<file path="config.mk">
export PLATFORM = sky130hd
export DESIGN_NAME = audio_sample_fifo_flat
export DESIGN_NICKNAME = d
export VERILOG_FILES = /design/src/rtl/audio_sample_fifo_if.sv /design/src/rtl/audio_sample_fifo.sv /design/src/flat_wrapper.sv
export SDC_FILE = /design/constraint.sdc
export NUM_CORES = 1
export LEC_CHECK = 0
export CAP_MARGIN = 10
export CORE_ASPECT_RATIO = 1.1
export CORE_UTILIZATION = 50
export CTS_CLUSTER_DIAMETER = 50
export DETAILED_ROUTE_END_ITERATION = 8
export HOLD_SLACK_MARGIN = 0.05
export PLACE_DENSITY = 0.72
export SLEW_MARGIN = 20
export SYNTH_ARGS = -nofsm -noshare
export SYNTH_HDL_FRONTEND = slang
export SYNTH_SLANG_ARGS = --single-unit
export TNS_END_PERCENT = 30
</file>
<file path="constraint.sdc">
create_clock -name clk -period 8.2 [get_ports clk]
set_input_delay 1.64 -clock clk [delete_from_list [all_inputs] [get_ports clk]]
set_output_delay 1.64 -clock clk [all_outputs]
set_load 0.1 [all_outputs]
</file>
<file path="src/rtl/audio_sample_fifo_if.sv">
// Memory-mapped bus bundle between the CPU-side master and the sample FIFO.
interface audio_sample_fifo_if;
  logic        iomem_valid;
  logic        iomem_ready;
  logic [3:0]  iomem_wstrb;
  logic [31:0] iomem_addr;
  logic [31:0] iomem_wdata;
  logic [31:0] iomem_rdata;

  modport master (
    output iomem_valid,
    output iomem_wstrb,
    output iomem_addr,
    output iomem_wdata,
    input  iomem_ready,
    input  iomem_rdata
  );

  modport slave (
    input  iomem_valid,
    input  iomem_wstrb,
    input  iomem_addr,
    input  iomem_wdata,
    output iomem_ready,
    output iomem_rdata
  );
endinterface

</file>
<file path="src/rtl/audio_sample_fifo.sv">
// Audio sample FIFO with a programmable sample-rate divider.
// The CPU pushes 12-bit samples over the iomem bus. Every sample period one sample is popped
// into sample_out, which feeds the PDM DAC.
module audio_sample_fifo #(
  parameter int unsigned DEPTH     = 16,
  parameter logic [7:0]  ADDR_HI   = 8'h04,
  parameter logic [15:0] DIV_RESET = 16'd1999
) (
  input  logic                clk,
  input  logic                reset,
  audio_sample_fifo_if.slave  bus,
  output logic [11:0]         sample_out,
  output logic                sample_strobe,
  output logic                irq_low
);

  localparam int unsigned PtrW = $clog2(DEPTH);
  localparam int unsigned LvlW = PtrW + 1;
  localparam logic [LvlW-1:0] LvlFull = LvlW'(DEPTH);
  localparam logic [LvlW-1:0] LvlHalf = LvlW'(DEPTH / 2);

  logic            ready_q;
  logic [31:0]     rdata_q;
  logic [15:0]     div_q;
  logic [15:0]     cnt_q;
  logic [PtrW-1:0] wr_ptr_q;
  logic [PtrW-1:0] rd_ptr_q;
  logic [LvlW-1:0] level_q;
  logic [LvlW-1:0] level_d;
  logic            unr_q;
  logic            ovf_q;
  logic [11:0]     sample_q;
  logic            strobe_q;
  logic [11:0]     mem_q [DEPTH];

  logic        hit;
  logic        is_wr;
  logic [7:0]  off;
  logic        push;
  logic        push_ok;
  logic        pop;
  logic        tick;
  logic        empty;
  logic        full;
  logic        div_wr;
  logic        stat_clr;
  logic [15:0] div_d;
  logic [31:0] status_word;
  logic [31:0] rdata_d;

  // Respond only to an idle-bus request aimed at our address window.
  assign hit      = bus.iomem_valid && !ready_q && (bus.iomem_addr[31:24] == ADDR_HI);
  assign is_wr    = |bus.iomem_wstrb;
  assign off      = bus.iomem_addr[7:0];
  assign push     = hit && is_wr && (off == 8'h00) && (bus.iomem_wstrb[0] || bus.iomem_wstrb[1]);
  assign div_wr   = hit && is_wr && (off == 8'h08) && (|bus.iomem_wstrb[1:0]);
  assign stat_clr = hit && is_wr && (off == 8'h04) && bus.iomem_wstrb[3];

  assign tick    = (cnt_q == 16'd0);
  assign empty   = (level_q == '0);
  assign full    = (level_q == LvlFull);
  assign pop     = tick && !empty;
  // A full FIFO still accepts a push when the same cycle frees a slot.
  assign push_ok = push && (!full || pop);

  assign div_d = {bus.iomem_wstrb[1] ? bus.iomem_wdata[15:8] : div_q[15:8],
                  bus.iomem_wstrb[0] ? bus.iomem_wdata[7:0]  : div_q[7:0]};

  assign status_word = {6'd0, ovf_q, unr_q, 6'd0, full, empty, 7'd0, 9'(level_q)};

  // Level counter next state and read-data mux.
  always_comb begin
    level_d = level_q;
    if (push_ok && !pop) begin
      level_d = level_q + LvlW'(1);
    end else if (pop && !push_ok) begin
      level_d = level_q - LvlW'(1);
    end
    unique case (off)
      8'h04:   rdata_d = status_word;
      8'h08:   rdata_d = {16'd0, div_q};
      default: rdata_d = 32'd0;
    endcase
  end

  // Bus acknowledge: one-cycle ready, read data captured on the same edge.
  always_ff @(posedge clk) begin
    if (reset) begin
      ready_q <= 1'b0;
      rdata_q <= 32'd0;
    end else begin
      ready_q <= hit;
      if (hit && !is_wr) begin
        rdata_q <= rdata_d;
      end
    end
  end

  // Sample-period divider, FIFO pointers/level, sticky flags and the output sample.
  always_ff @(posedge clk) begin
    if (reset) begin
      div_q    <= DIV_RESET;
      cnt_q    <= DIV_RESET;
      wr_ptr_q <= '0;
      rd_ptr_q <= '0;
      level_q  <= '0;
      unr_q    <= 1'b0;
      ovf_q    <= 1'b0;
      sample_q <= 12'h800;
      strobe_q <= 1'b0;
    end else begin
      strobe_q <= tick;
      // A divider write restarts the period so the next tick is a full period away.
      if (div_wr) begin
        div_q <= div_d;
        cnt_q <= div_d;
      end else if (tick) begin
        cnt_q <= div_q;
      end else begin
        cnt_q <= cnt_q - 16'd1;
      end
      if (pop) begin
        sample_q <= mem_q[rd_ptr_q];
        rd_ptr_q <= rd_ptr_q + PtrW'(1);
      end
      if (push_ok) begin
        wr_ptr_q <= wr_ptr_q + PtrW'(1);
      end
      level_q <= level_d;
      // Set wins over a same-cycle clear.
      unr_q <= (tick && empty) || (unr_q && !(stat_clr && bus.iomem_wdata[24]));
      ovf_q <= (push && !push_ok) || (ovf_q && !(stat_clr && bus.iomem_wdata[25]));
    end
  end

  // Sample storage; no reset needed since pointers and level define validity.
  always_ff @(posedge clk) begin
    if (!reset && push_ok) begin
      mem_q[wr_ptr_q] <= bus.iomem_wdata[11:0];
    end
  end

  assign bus.iomem_ready = ready_q;
  assign bus.iomem_rdata = rdata_q;
  assign sample_out      = sample_q;
  assign sample_strobe   = strobe_q;
  assign irq_low         = reset || (level_q <= LvlHalf);

  logic unused_bits;
  assign unused_bits = ^{bus.iomem_addr[23:8], bus.iomem_wdata[31:26], bus.iomem_wdata[23:16]};

endmodule

</file>
<file path="src/flat_wrapper.sv">
// flat-port wrapper written by rule: the top's interface ports become plain ports
module audio_sample_fifo_flat 
#(
  parameter int unsigned DEPTH     = 16,
  parameter logic [7:0]  ADDR_HI   = 8'h04,
  parameter logic [15:0] DIV_RESET = 16'd1999
)
  (clk, reset, sample_out, sample_strobe, irq_low, bus_iomem_valid, bus_iomem_wstrb, bus_iomem_addr, bus_iomem_wdata, bus_iomem_ready, bus_iomem_rdata);
  audio_sample_fifo_if bus_i ();
  input  logic clk;
  input  logic reset;
  output logic [11:0] sample_out;
  output logic sample_strobe;
  output logic irq_low;
  input wire logic [$bits(bus_i.iomem_valid)-1:0] bus_iomem_valid;
  input wire logic [$bits(bus_i.iomem_wstrb)-1:0] bus_iomem_wstrb;
  input wire logic [$bits(bus_i.iomem_addr)-1:0] bus_iomem_addr;
  input wire logic [$bits(bus_i.iomem_wdata)-1:0] bus_iomem_wdata;
  output wire logic [$bits(bus_i.iomem_ready)-1:0] bus_iomem_ready;
  output wire logic [$bits(bus_i.iomem_rdata)-1:0] bus_iomem_rdata;
  assign bus_i.iomem_valid = bus_iomem_valid;
  assign bus_i.iomem_wstrb = bus_iomem_wstrb;
  assign bus_i.iomem_addr = bus_iomem_addr;
  assign bus_i.iomem_wdata = bus_iomem_wdata;
  assign bus_iomem_ready = bus_i.iomem_ready;
  assign bus_iomem_rdata = bus_i.iomem_rdata;
  audio_sample_fifo #(.DEPTH(DEPTH), .ADDR_HI(ADDR_HI), .DIV_RESET(DIV_RESET)) u_core (.clk(clk), .reset(reset), .bus(bus_i), .sample_out(sample_out), .sample_strobe(sample_strobe), .irq_low(irq_low));
endmodule
</file>
==> impl_results.md <==
* Clock transition at path regs at 0.06 ns
* Share of post-route cells with drive strength above 1 at 0.1446
* Vias in the first global route at 6794
* Ant diodes at 0
* RD Place Congestion at 0.7988
* Post-Synthesis Cell Area at 0.01142 mm²
* Site Rows at 57
* Share of async-settable or async-resettable flops after synthesis at 0
* Unique masters post-synth at 63
* Max-slew headroom at 0.3215
* Initial Util at 0.5130
* DRC violations left at 0
* Max Fclk at 200.1 MHz
* CP required at 6.56 ns
* Post-Syn Instances at 801
* CTS tree: built
* FF+latch count, synth at 273
* Number of flops mapped to enable cells by yosys at 192
* Commonest non-fill, non-tap cells in the layout: edfxtp_1 (192), dfxtp_1 (80), clkdlybuf4s50_1 (74)
* First DRT Iteration DRCs at 319
* Post-CTS setup buffer count at 0
* CP peak stage delay at 1.18 ns
* Core footprint at 0.02225 mm²
* Detailed Route WL at 24.68 mm
* Worst r2r src: u_core.cnt_q[0]
* Final period util at 0.6094
* Final Hold Violating Endpoints at 0
* First-pass GRT wire length at 38.42 mm
* Layout Nets at 952
* I/O Buffers at 75
* Total grt overflow at 0
* CP top delay family: buffers and inverters
* Antenna-violating nets left at 0
* Crit path buf inv count at 4
* Max_cap viols at 0
* Setup TNS at 0 ns
* Status: completed
* CTS HTree Levels at 1
* WL/cell at 20.79 µm
* Min Clock Period, post-route at 4.997 ns
* Warnings, synthesis at 0
* GRT Util Overall at 0.2151
* Area of the multi-input gates at 0.003759 mm²
* Post-DP HPWL at 14.80 mm
* Sequential element share of the synthesized area at 0.6471
* Initial antenna violation count at 0
* RSZ-0062 raised after global routing: false
* Hold Buf Count CTS at 0
* Worst Setup SP: reset
* Slowest CP cell: clkdlybuf4s50_1
* Flip-flop and latch area at 0.007391 mm²
* Number of filler cells placed in the layout at 1706
* Hold_sp: u_core.sample_out[4]
* WP data arrival at 3.36 ns
* Clock Latency Late Sink at 0.54 ns
* Startpoint Class: input pin
* Area Growth Syn to Fin at 16.31%
* Critical Path End Type: output port
* Pwr dens at 210.9 mW/mm²
* Final setup vio count at 0
* Worst Tran Pin Value at 1.015 ns
* Main synth FF type: edfxtp_1
* Ordered cell list for the critical path: buf_2 > clkinv_1 > buf_4 > o21ai_0 > clkdlybuf4s50_1
* Final cell count without fillers at 1187
* Die height at 160.5 µm
* Maximum vdd drop at 0.0001473 V
* Die width at 146.1 µm
* P_leak at 4.285 nW
* CTS max path bufs at 3
* IO Count at 118
* Largest net degree at the start of global routing at 64
* Vias per cell at 5.829
* Syn Area/Cell at 14.25 µm²
* Kind of critical path: in -> out
* Die area at 0.02344 mm²
* Pre-antenna DRT Iters at 4
* Clock Skews at 0.01229 ns
* Root Buffer: clkbuf_16
* Num Clock Sinks at 273
* TritonCTS Buffers at 29
* Via count at 6919
* Worst-path maximum fanout at 19
* Hold crit path type: reg -> reg
* Placed cells at 1134
* Post-CTS sizing at 0
* Most common cell after layout, fill and taps aside: edfxtp_1
* Max Slew Vio Count at 0
* WHS at 0.4480 ns
## kinds of logic (layout without fill, tap and decap cells)
logic type | after synthesis | in the layout | synth area share
simple gates | 225 | 225 | 0.1050
other cells | 1 | 12 | 0.0003285
compound gates | 114 | 114 | 0.06598
xor+xnor | 16 | 16 | 0.01228
flops | 273 | 273 | 0.6471
mux | 92 | 92 | 0.1283
fa+ha+maj | 11 | 11 | 0.01271
buf+inv | 69 | 149 | 0.02828
## metal layers
layer / share of wire / vias to the layer above / GRT usage
met5: 0 / - / 0
met4: 0.022 / 0 / 0.07055
met3: 0.062 / 38 / 0.03864
met2: 0.49 / 228 / 0.3719
met1: 0.42 / 3441 / 0.2750
li1: - / 3212 / -
## cell usage after synthesis, drive strengths merged, types with 6 or more instances
master,n,area share
o211ai,10,0.0066
mux4,42,0.083
nor4,9,0.0068
nand3,38,0.017
xnor2,13,0.010
a21oi,43,0.019
o21ai,17,0.0075
dfxtp,81,0.14
o221ai,7,0.0054
nand4,9,0.0055
inv,12,0.0039
buf,24,0.013
nand2,53,0.017
nand3b,8,0.0053
edfxtp,192,0.51
nor2,38,0.012
mux2,15,0.015
ha,10,0.011
nor3,18,0.0089
a21o,6,0.0039
clkbuf,32,0.011
nor2b,9,0.0049
mux2i,35,0.031
and3,18,0.010
a221o,6,0.0053
## through the flow
| step | power (mW) | area [µm²] | util | setup slack, ns |
|---|---|---|---|---|
| 2_1_floorplan | 1.552 | 11460 | - | 3.411 |
| 4_1_cts | 2.818 | 13280 | 0.5967 | 3.204 |
| 5_1_grt | 2.879 | 13280 | 0.5967 | 3.058 |
| 6_report | 2.800 | 13280 | 0.5967 | 3.203 |
| 3_5_place_dp | 1.588 | 12370 | 0.5561 | 2.710 |
| 3_3_place_gp | 1.587 | 12370 | 0.5561 | 2.780 |
## worst paths after layout
check / end / slack (ns) / cells after the start
worst min-delay path: u_core.sample_out[4] / 0.45 / 2
worst min register to register: u_core.sample_out[4] / 0.45 / 2
worst max-delay path: irq_low / 3.20 / 5
worst max register to register: u_core.level_q[4] / 3.62 / 14
## registers in the layout, indices dropped and copies added, names as in the netlist
register and count:
u_core.rd_ptr_q 4, u_core.cnt_q 16, u_core.sample_out 12, u_core.bus.iomem_rdata 20, u_core.mem_q 192, u_core.bus.iomem_ready 1, u_core.unr_q 1, u_core.level_q 5
u_core.ovf_q 1, u_core.wr_ptr_q 4, u_core.div_q 16, u_core.sample_strobe 1
## tightest hold or removal path, delay by kind of cell (launching register included)
family           cells  cell delay [ns]
flip-flops           1             0.30
AND/OR/NAND/NOR      1             0.05
AO/OA/AOI/OAI        1             0.05
## area by class of cell
class / count / share of cell area
Clock buffer: 35 / 0.05635
Multi-Input combinational cell: 470 / 0.2831
Timing Repair Buffer: 83 / 0.06069
Inverter: 13 / 0.003675
Sequential cell: 273 / 0.5566
Tap cell: 295 / 0.02780
Clock inverter: 18 / 0.01178
## where the power goes
part	total [mW]	leakage [nW]	internal [mW]	switching, mW
combinational	0.0833	1.47	0.0242	0.0590
sequential	1.48	2.38	1.47	0.00122
clock	1.24	0.434	0.716	0.526
Note: power is estimated with default switching activity, not from simulation.
